**config.mk**
```make
export PLATFORM = sky130hd
export DESIGN_NAME = ula_8bit
export DESIGN_NICKNAME = d
export VERILOG_FILES = /design/src/rtl/ula_pkg.sv /design/src/rtl/ula_4bit_slice.sv /design/src/rtl/ula_8bit.sv
export SDC_FILE = /design/constraint.sdc
export NUM_CORES = 1
export LEC_CHECK = 0
export ABC_AREA = 1
export CAP_MARGIN = 40
export CORE_AREA = 3 3 62 64
export DETAILED_ROUTE_END_ITERATION = 10
export DIE_AREA = 0 0 65 67
export DONT_BUFFER_PORTS = 1
export SYNTH_ARGS = -nofsm -noshare
export SYNTH_HDL_FRONTEND = slang
export SYNTH_HIERARCHICAL = 1
export SYNTH_SLANG_ARGS = --single-unit
```
**constraint.sdc**
```tcl
create_clock -name clk -period 0.8 [get_ports clk]
set_input_delay 0.08 -clock clk [delete_from_list [all_inputs] [get_ports clk]]
set_output_delay 0.08 -clock clk [all_outputs]
set_load 0.03 [all_outputs]
```
**src/rtl/ula_pkg.sv**
```systemverilog
// Shared constants for the 74181-style ALU: default width, mode values and
// select encodings of the commonly used functions.
package ula_pkg;

  localparam int ULA_WIDTH = 8;

  localparam logic MODE_ARITH = 1'b0;
  localparam logic MODE_LOGIC = 1'b1;

  // Arithmetic-mode selects (m = MODE_ARITH)
  localparam logic [3:0] OP_A      = 4'b0000;
  localparam logic [3:0] OP_MINUS1 = 4'b0011;
  localparam logic [3:0] OP_SUB    = 4'b0110;
  localparam logic [3:0] OP_ADD    = 4'b1001;
  localparam logic [3:0] OP_DOUBLE = 4'b1100;
  localparam logic [3:0] OP_DEC    = 4'b1111;

  // Logic-mode selects (m = MODE_LOGIC)
  localparam logic [3:0] OP_NOT_A  = 4'b0000;
  localparam logic [3:0] OP_ZERO   = 4'b0011;
  localparam logic [3:0] OP_XOR    = 4'b0110;
  localparam logic [3:0] OP_AND    = 4'b1011;
  localparam logic [3:0] OP_ONES   = 4'b1100;
  localparam logic [3:0] OP_PASS_A = 4'b1111;

endpackage

```
**src/rtl/ula_4bit_slice.sv**
```systemverilog
// Combinational 4-bit 74181 slice, active-high data. Carry out is forced low
// in logic mode so the ripple chain carries nothing between slices there.
module ula_4bit_slice
  import ula_pkg::*;
(
  input  logic [3:0] a,
  input  logic [3:0] b,
  input  logic [3:0] s,
  input  logic       m,
  input  logic       cin,
  output logic [3:0] f,
  output logic       cout
);

  logic [3:0] x;
  logic [3:0] y;
  logic [4:0] sum;

  always_comb begin
    x    = a | ({4{s[0]}} & b) | ({4{s[1]}} & ~b);
    y    = ({4{s[2]}} & a & ~b) | ({4{s[3]}} & a & b);
    sum  = {1'b0, x} + {1'b0, y} + {4'b0000, cin};
    f    = sum[3:0];
    cout = sum[4];
    if (m == MODE_LOGIC) begin
      f    = ~(x ^ y);
      cout = 1'b0;
    end
  end

endmodule

```
**src/rtl/ula_8bit.sv**
```systemverilog
// Registered ALU built from a ripple chain of 4-bit 74181 slices; f, c_out
// and the all-ones flag are captured every clock.
module ula_8bit
  import ula_pkg::*;
#(
  parameter int WIDTH = ULA_WIDTH
) (
  input  logic             clk,
  input  logic             rst_n,
  input  logic [WIDTH-1:0] a,
  input  logic [WIDTH-1:0] b,
  input  logic [3:0]       s,
  input  logic             m,
  input  logic             c_in,
  output logic [WIDTH-1:0] f,
  output logic             c_out,
  output logic             a_eq_b
);

  localparam int NSL = WIDTH / 4;

  logic [NSL:0]       carry;
  logic [WIDTH-1:0]   f_sl;
  logic [WIDTH-1:0]   f_d;
  logic [WIDTH-1:0]   f_q;
  logic               c_out_d;
  logic               c_out_q;
  logic               a_eq_b_d;
  logic               a_eq_b_q;

  assign carry[0] = c_in;

  for (genvar i = 0; i < NSL; i++) begin : g_slice
    ula_4bit_slice u_slice (
      .a    (a[4*i +: 4]),
      .b    (b[4*i +: 4]),
      .s    (s),
      .m    (m),
      .cin  (carry[i]),
      .f    (f_sl[4*i +: 4]),
      .cout (carry[i+1])
    );
  end

  // a_eq_b mirrors the 74181 A=B pin: it is simply "result is all ones"
  always_comb begin
    f_d      = f_sl;
    c_out_d  = carry[NSL];
    a_eq_b_d = &f_sl;
  end

  always_ff @(posedge clk or negedge rst_n) begin
    if (!rst_n) begin
      f_q      <= '0;
      c_out_q  <= 1'b0;
      a_eq_b_q <= 1'b0;
    end else begin
      f_q      <= f_d;
      c_out_q  <= c_out_d;
      a_eq_b_q <= a_eq_b_d;
    end
  end

  assign f      = f_q;
  assign c_out  = c_out_q;
  assign a_eq_b = a_eq_b_q;

endmodule

```
# --- Word level (Yosys, flattened, before mapping) ---
# Cells that the tools add are included.
classes:
  mux: 4
  eq_ne: 0
  add_sub_neg: 4
  n_lt_le_gt_ge: 0
  reduce_logical: 1
  div: 0
  bitwise: 24
  n_mul: 0
  shifts: 0
ops:
  columns: ["operator", "count"]
  rows:
  - ["bitwise AND 4 bit", 12]
  - ["OR 4 bit", 6]
  - ["NOT 4 bit", 4]
  - ["adder 4 x 4 -> 5 bit", 2]
  - ["adder 5 x 1 -> 5 bit", 2]
  - ["2-to-1 mux 4 bit", 2]
  - ["AND reduction 8 bit", 1]
  - ["XOR 4 bit", 2]
  - ["2-to-1 mux 1 bit", 2]
word_totals:
  mem_count: 0
  mem_bits_ro: 0
  mem_bits_rw: 0
  output_inout_bits: 10
  ff_bits: 10
  in_bits: 24
  latch_bits: 0

# --- Logic depth before layout (Yosys ltp) ---
# Gate-level depths: netlist of the first run.
depth:
  ltp_word: 9
  mapped_depth: 22
  depth_no_buf: 22

# --- By module ---
# The synthesis of the first run kept the hierarchy.
modules_own_cells:
  columns: ["mod", "instances", "area_per_inst_um2", "cells_each", "seq_area_each_um2"]
  rows:
  - ["ula_4bit_slice", 2, 312.8, 54, 0.0]
  - ["ula_8bit", 1, 291.5, 21, 250.2]

# --- Worst setup path before layout of the first run ---
# Ideal clock, no wire load.
synth_path:
  path_kind: "in2reg"
  startpoint: "input port a[0]"
  endpoint: "register a_eq_b_q, in the netlist a_eq_b"
  slack_ns: -1.795
  cell_stages: 18
  t_arrival_ns: 2.481
  path_cell_list: "clkinv_1 > nor3_2 > inv_1 > fa_1 > inv_2 > fa_1 > nand3_1 > a21oi_1 > inv_1 > fa_1 > inv_2 > fa_1 > nor2_1 > a21oi_1 > nand2_1 > inv_1 > nand2_1 > nor2_1"
synth_between:
  elab_chain_cells: 9
synth_rtl:
  columns: ["item", "line", "source"]
  rows:
  - ["start, declared", "ula_8bit.sv:10", "input logic [WIDTH-1:0] a,"]
  - ["bitwise AND 4 bit (2 in series)", "ula_4bit_slice.sv:21", "y = ({4{s[2]}} & a & ~b) | ({4{s[3]}} & a & b);"]
  - ["OR 4 bit", "ula_4bit_slice.sv:21", null]
  - ["adder 4 x 4 -> 5 bit (*)", "ula_4bit_slice.sv:22", "sum = {1'b0, x} + {1'b0, y} + {4'b0000, cin};"]
  - ["adder 5 x 1 -> 5 bit (*)", "ula_4bit_slice.sv:22", null]
  - ["2-to-1 mux 1 bit (*)", "ula_4bit_slice.sv:25", "if (m == MODE_LOGIC) begin"]
  - ["net carry[1]", "ula_8bit.sv:22", "logic [NSL:0] carry;"]
  - ["adder 5 x 1 -> 5 bit (*)", "ula_4bit_slice.sv:22", null]
  - ["2-to-1 mux 4 bit (*)", "ula_4bit_slice.sv:25", null]
  - ["net f_d[5]", "ula_8bit.sv:24", "logic [WIDTH-1:0] f_d;"]
  - ["AND reduction 8 bit (*)", "ula_8bit.sv:49", "a_eq_b_d = &f_sl;"]
  - ["net a_eq_b_d", "ula_8bit.sv:28", "logic a_eq_b_d;"]
  - ["end signal, assigned", "ula_8bit.sv:60", "a_eq_b_q <= a_eq_b_d;"]
  - ["end, declared", "ula_8bit.sv:29", "logic a_eq_b_q;"]
# The timed path passes the listed nets; every way through them passes the cells marked *.

# --- Worst setup path in the final report of the first run ---
layout_path:
  startpoint: "input port b[0]"
  endpoint: "register a_eq_b_q, in the netlist a_eq_b"
layout_between:
  elab_chain_cells: 9
layout_rtl:
  columns: ["item", "line", "source"]
  rows:
  - ["start, declared", "ula_8bit.sv:11", "input logic [WIDTH-1:0] b,"]
  - ["bitwise AND 4 bit / NOT 4 bit (equally long branches)", "ula_4bit_slice.sv:20, ula_4bit_slice.sv:21", null]
  - ["OR 4 bit (tied with other cells)", "ula_4bit_slice.sv:20", "x = a | ({4{s[0]}} & b) | ({4{s[1]}} & ~b);"]
  - ["OR 4 bit, on equally long branches", "ula_4bit_slice.sv:20, ula_4bit_slice.sv:21", null]
  - ["adder 4 x 4 -> 5 bit (*)", "ula_4bit_slice.sv:22", null]
  - ["adder 5 x 1 -> 5 bit (*)", "ula_4bit_slice.sv:22", null]
  - ["2-to-1 mux 1 bit (*)", "ula_4bit_slice.sv:25", null]
  - ["net carry[1]", "ula_8bit.sv:22", null]
  - ["adder 5 x 1 -> 5 bit (*)", "ula_4bit_slice.sv:22", null]
  - ["2-to-1 mux 4 bit (*)", "ula_4bit_slice.sv:25", null]
  - ["net f_d[5]", "ula_8bit.sv:24", null]
  - ["AND reduction 8 bit (*)", "ula_8bit.sv:49", null]
  - ["net a_eq_b_d", "ula_8bit.sv:28", null]
# Marks and branches as above.

==> results of run 1 <==
==> cell usage in the layout, fill, tap and decap left out, types with 2 or more instances in the layout <==
cell and count:
nand2_1 24, buf_4 23, inv_1 17, nor2_1 9, inv_2 9, a21oi_1 9
ha_1 7, o211ai_1 6, o21ai_1 6, dfrtp_1 5, dfrtp_2 5, nor2_2 4
nand2_2 4, clkbuf_4 3, a21oi_2 3, fa_2 3, clkinv_8 2, nor2_4 2
mux2i_1 2, nand3_2 2, nand3_1 2, dlygate4sd3_1 2
==> routing by layer <==
| layer | up-vias | GRT usage |
|---|---|---|
| met5 | - | 0 |
| met4 | 0 | 0.0396 |
| met3 | 2 | 0.0253 |
| met2 | 22 | 0.184 |
| met1 | 398 | 0.115 |
| li1 | 462 | - |
==> cells by family (layout without fill, tap and decap cells) <==
kind of cell / Yosys count / count (layout) / synth area share
flip-flops: 10 / 10 / 0.273
AO/OA/AOI/OAI: 24 / 24 / 0.147
adder cells (fa/ha/maj): 12 / 12 / 0.196
buffers and inverters: 30 / 59 / 0.123
XOR/XNOR: 2 / 2 / 0.0191
multiplexers: 2 / 2 / 0.0218
AND/OR/NAND/NOR: 49 / 49 / 0.220
==> flip-flops by register name, summed over array words and instances, names as in the netlist <==
signal,cells
a_eq_b,1
c_out,1
f,8
==> worst max-delay path, cell delays in order <==
cell and delay (ps):
clkinv_8 20, nor2_4 30, nor3_4 190, inv_2 60
fa_2 350, inv_2 70, fa_2 200, nand3_2 70
a21oi_2 140, inv_2 50, fa_2 350, inv_2 70
fa_1 390, nor2_2 120, a21oi_2 50, nand2_1 50
inv_1 30, nand2_1 40, nor2_1 40
==> stage by stage <==
stage	instance area, sq um	util	power (uW)
after floorplan	937	-	1200
after global placement	1140	0.341	1450
after detailed placement	1140	0.341	1470
after CTS	1250	0.373	1850
after global routing	1330	0.397	2070
final	1330	0.397	1920
==> cells in the mapped netlist, drive strengths merged <==
cell type	number	area, sq um
nor2	15	56.3
dfrtp	10	250
inv	28	105
o211ai	6	45.0
clkinv	2	7.51
nor3	2	20.0
mux2i	2	20.0
ha	8	100
nand3	4	20.0
xnor2	2	17.5
fa	4	80.1
nand2	28	105
a21oi	12	60.1
o21ai	6	30.0
==> worst min-delay path by stage <==
stage | from | endpoint | slack, ps | cells after the start
floorplan | rst_n | a_eq_b | -220 | 0
global placement | rst_n | f[3] | -220 | 0
detailed placement | rst_n | f[3] | -220 | 0
CTS | m | f[5] | 30 | 2
global route | m | f[5] | 30 | 2
finish | m | f[5] | 40 | 2
==> repair_timing <==
item,CTS,global route
hold buffers,2,0
resized for setup,16,16
cloned,0,0
pin swaps,11,8
buffers inserted,3,2
endpoints found under the setup margin,20,20
hold endpoints to repair,11,0
==> power by group through the flow <==
stage          clock network, uW  registers [uW]  logic (uW)
2_1_floorplan                  0             806         397
3_3_place_gp                   0             812         634
3_5_place_dp                   0             816         652
4_1_cts                      314             817         720
5_1_grt                      332             825         910
6_report                     299             815         809
==> cell type report <==
| type | count | area [sq um] | area share |
|---|---|---|---|
| multi-input cells | 89 | 644 | 0.486 |
| flip-flops and latches | 10 | 256 | 0.194 |
| repair buffers | 26 | 204 | 0.154 |
| inverters | 30 | 140 | 0.106 |
| well taps | 46 | 57.6 | 0.0434 |
| clock buffers | 3 | 22.5 | 0.0170 |
==> metrics.yaml, run 1 <==
p_int_uw: 1220
post-route-period-util: 2.82
gp_congestion: 0.728
ys_types: 15
pwr-share-clk: 0.155
cts_tree: "yes"
min_path_type: "in -> reg"
grt_usage: 0.102
leakage_uw: 0.000671
cts_buffers: 3
antenna_found_initial: 0
std_cell_rows: 21
cp-start-kind: "input pin"
nets: 196
status: "finished, violations left"
top_layer_used: "met4"
hold_violations: 0
cts-root-buf: "clkbuf_4"
dp_hpwl_microns: 1760
drt_first_pass_iters: 4
whs_ps: 36.1
n_antenna_cell: 0
setup_violations: 15
wl_met3_microns: 167
grt_max_degree: 13
slew_viol_final: 0
drt_wl_total_microns: 2140
p_switching_uw: 706
preCtsSetupSlack_ps: -1830
port-buffer-count: 0
start_util: 0.275
grt_setup_unrepaired: "true"
htreeDepth: 1
p_sw_frac: 0.367
wl_per_cell_microns: 10.5
grt_pass1_wl_microns: 3590
synth-seq-cells: 10
drcViolationCount: 0
dieHeight_microns: 67
dpl.cell_count: 194
relSlewSlack: 0.733
drt_iter0_drc: 4
layout-drive-gt1-share: 0.418
fillCellCount: 345
crit_start: "b[0]"
num_io_pins: 34
cts_sinks: 10
final_cell_count_no_fill: 204
cts.clk_slew.worst_paths_ps: 50
synth-seq-area-share: 0.273
worstSetupEndpointType: "flip-flop"
fp.dieW_microns: 65
cts.path.max_buffers: 2
setup_slack_ps: -1460
vdd_ir_drop_max_mv: 0.351
required_ps: 940
num_vias: 884
p_comb_frac: 0.421
cap_viol_max_count: 0
grt_pass1_vias: 884
syn-instance-count: 129
yosysWarnings: 6
critPathKind: "in -> reg"
dieArea_sq_mm: 0.00436
max_freq_mhz: 443
path_max_fanout: 4
arrival_ps: 2400
power_frac_seq: 0.424
synth_area_per_cell_sq_um: 7.11
setup_tns_ps: -9400
period_minus_slack_ps: 2260
syn-cell-area_sq_um: 917
endpoint: "a_eq_b"
grt_overflow: 0
m1WireLength_microns: 869
powerDensity_mw_per_mm2: 1450
worst_slew_pin_slew_ps: 399
syn_to_final_growth_pct: 44.5
violations: "negative setup slack"
via_per_inst: 4.33
ant_nets: 0
synth_nets: 165
route.met2.wl_microns: 1100
core_sq_mm: 0.00334
No activity file was read; power rests on OpenSTA's default activity.
==> run 2: changes to the inputs <==
--- a/config.mk
+++ b/config.mk
@@ -11,6 +11,8 @@
 export DETAILED_ROUTE_END_ITERATION = 10
 export DIE_AREA = 0 0 65 67
 export DONT_BUFFER_PORTS = 1
+export GPL_ROUTABILITY_DRIVEN = 0
+export PLACE_DENSITY = 0.41
 export SYNTH_ARGS = -nofsm -noshare
 export SYNTH_HDL_FRONTEND = slang
 export SYNTH_HIERARCHICAL = 1
==> metrics.yaml, run 2 (synthesized netlist as in run 1, its figures left out) <==
grt_pass1_vias: 964  # +9.0%
core_sq_mm: 0.00334  # unchanged
cp-start-kind: "input pin"
grt_pass1_wl_microns: 4020  # +12%
num_io_pins: 34  # unchanged
antenna_found_initial: 0  # unchanged
max_freq_mhz: 433  # -2.2%
path_max_fanout: 4  # unchanged
largest_register_ffs: 8  # unchanged
cts_sinks: 10  # unchanged
worstSetupEndpointType: "flip-flop"
arrival_ps: 2460  # +60 ps
grt_overflow: 0  # unchanged
hold_end: "f[5]"
status: "finished, violations left"
ant_nets: 0  # unchanged
cap_viol_max_count: 0  # unchanged
min_path_cells: 2  # unchanged
drt_first_pass_iters: 4  # unchanged
cts.path.max_buffers: 2  # unchanged
setup_slack_ps: -1510  # -51.7 ps
preCtsSetupSlack_ps: -1870  # -40.2 ps
setup_violations: 20  # +5
dpl.cell_count: 195  # +0.52%
critPathKind: "in -> reg"
n_antenna_cell: 0  # unchanged
final_cell_mix: "nand2_1 (28), buf_4 (26), inv_1 (17)"
min_path_type: "in -> reg"
worst_slew_pin_slew_ps: 418  # +19.2 ps
cts.clk_slew.worst_paths_ps: 60  # about the same
vdd_ir_drop_max_mv: 0.358  # +2.1%
violations: "negative setup slack"
cts_buffers: 3  # unchanged
relSlewSlack: 0.720  # -0.0129
drt_iter0_drc: 7  # +3
hold_violations: 0  # unchanged
leakage_uw: 0.000690  # +2.9%
powerDensity_mw_per_mm2: 1520  # +4.4%
place_area_sq_mm: 0.00114  # +0.66%
num_vias: 880  # -0.45%
whs_ps: 22.6  # -13.5 ps
post-route-period-util: 2.89  # +0.0646
port-buffer-count: 0  # unchanged
start_util: 0.275  # unchanged
fin_area_sq_mm: 0.00137  # +3.5%
dieHeight_microns: 67  # unchanged
dieArea_sq_mm: 0.00436  # unchanged
htreeDepth: 1  # unchanged
final_common_cell: "nand2_1"
drt_wl_total_microns: 2200  # +2.7%
std_cell_rows: 21  # unchanged
via_per_inst: 4.23  # -2.4%
final_cell_count_no_fill: 208  # +2.0%
cts_tree: "yes"
wl_per_cell_microns: 10.6  # +0.69%
drcViolationCount: 0  # unchanged
grt_usage: 0.116  # +0.0134
fp.dieW_microns: 65  # unchanged
holdCritStartpoint: "m"
required_ps: 950  # about the same
layout-drive-gt1-share: 0.407  # -0.0103
cts-root-buf: "clkbuf_4"
syn_to_final_growth_pct: 49.5
grt_max_degree: 13  # unchanged
slew_viol_final: 0  # unchanged
dp_hpwl_microns: 1790  # +1.6%
nets: 199  # +1.5%
grt_setup_unrepaired: "true"
period_minus_slack_ps: 2310  # +51.7 ps
-- run 2: cell count changes in the layout (fill, tap and decap cells not counted), sizes merged --
cell    change
buf         +3
clkbuf      +1
-- run 2: layout make-up --
type | instances | area (sq um)
Sequential cell | 10 | 255
Multi-Input combinational cell | 89 | 658
Clock buffer | 4 | 36.3
Tap cell | 46 | 57.6
Fill cell | 368 | 1970
Inverter | 30 | 138
Timing Repair Buffer | 29 | 226
-- run 2: report_power, final --
group | switching, uW | total, uW | internal [uW]
Combinational | 370 | 836 | 466
Sequential | 213 | 812 | 600
Clock | 154 | 430 | 275
-- run 2: through the flow --
stage	TNS, ps	util	power [uW]
2_1_floorplan	-10170	-	1200
3_3_place_gp	-12260	0.343	1460
3_5_place_dp	-12880	0.343	1480
4_1_cts	-10010	0.393	2040
5_1_grt	-11290	0.411	2260
6_report	-9900	0.411	2080
-- run 2: critical path, cell delays in order --
cell and delay [ps]:
clkinv_8 20, nor2_4 30, nor3_4 210, inv_2 60, fa_2 350, inv_2 70, fa_2 200, nand3_2 70
a21oi_2 140, inv_2 50, fa_2 380, inv_2 80, fa_1 380, nor2_1 130, a21oi_2 50, nand2_1 50
inv_1 30, nand2_1 40, nor2_1 40
-- run 2: metal layers --
metal	track usage	routed length, microns
met1	0.141	964
met2	0.197	1100
met3	0.0236	121
met4	0.0501	16
met5	0	0
-- run 2: how the worst max path moves through the flow --
stage | startpoint | end | slack (ps) | cells past startpoint
2_1_floorplan | b[0] | a_eq_b | -1680 | 19
3_3_place_gp | b[0] | a_eq_b | -1790 | 19
3_5_place_dp | b[0] | a_eq_b | -1870 | 19
4_1_cts | a[0] | a_eq_b | -1520 | 18
5_1_grt | b[0] | a_eq_b | -1700 | 19
6_report | b[0] | a_eq_b | -1510 | 19
-- run 2: timing repair --
item / CTS / global route
endpoints found under the setup margin: 20 / 20
buffers inserted: 4 / 4
pin swaps: 12 / 6
hold endpoints to repair: 11 / 0
gates resized for setup: 21 / 8
hold buffers: 2 / 0
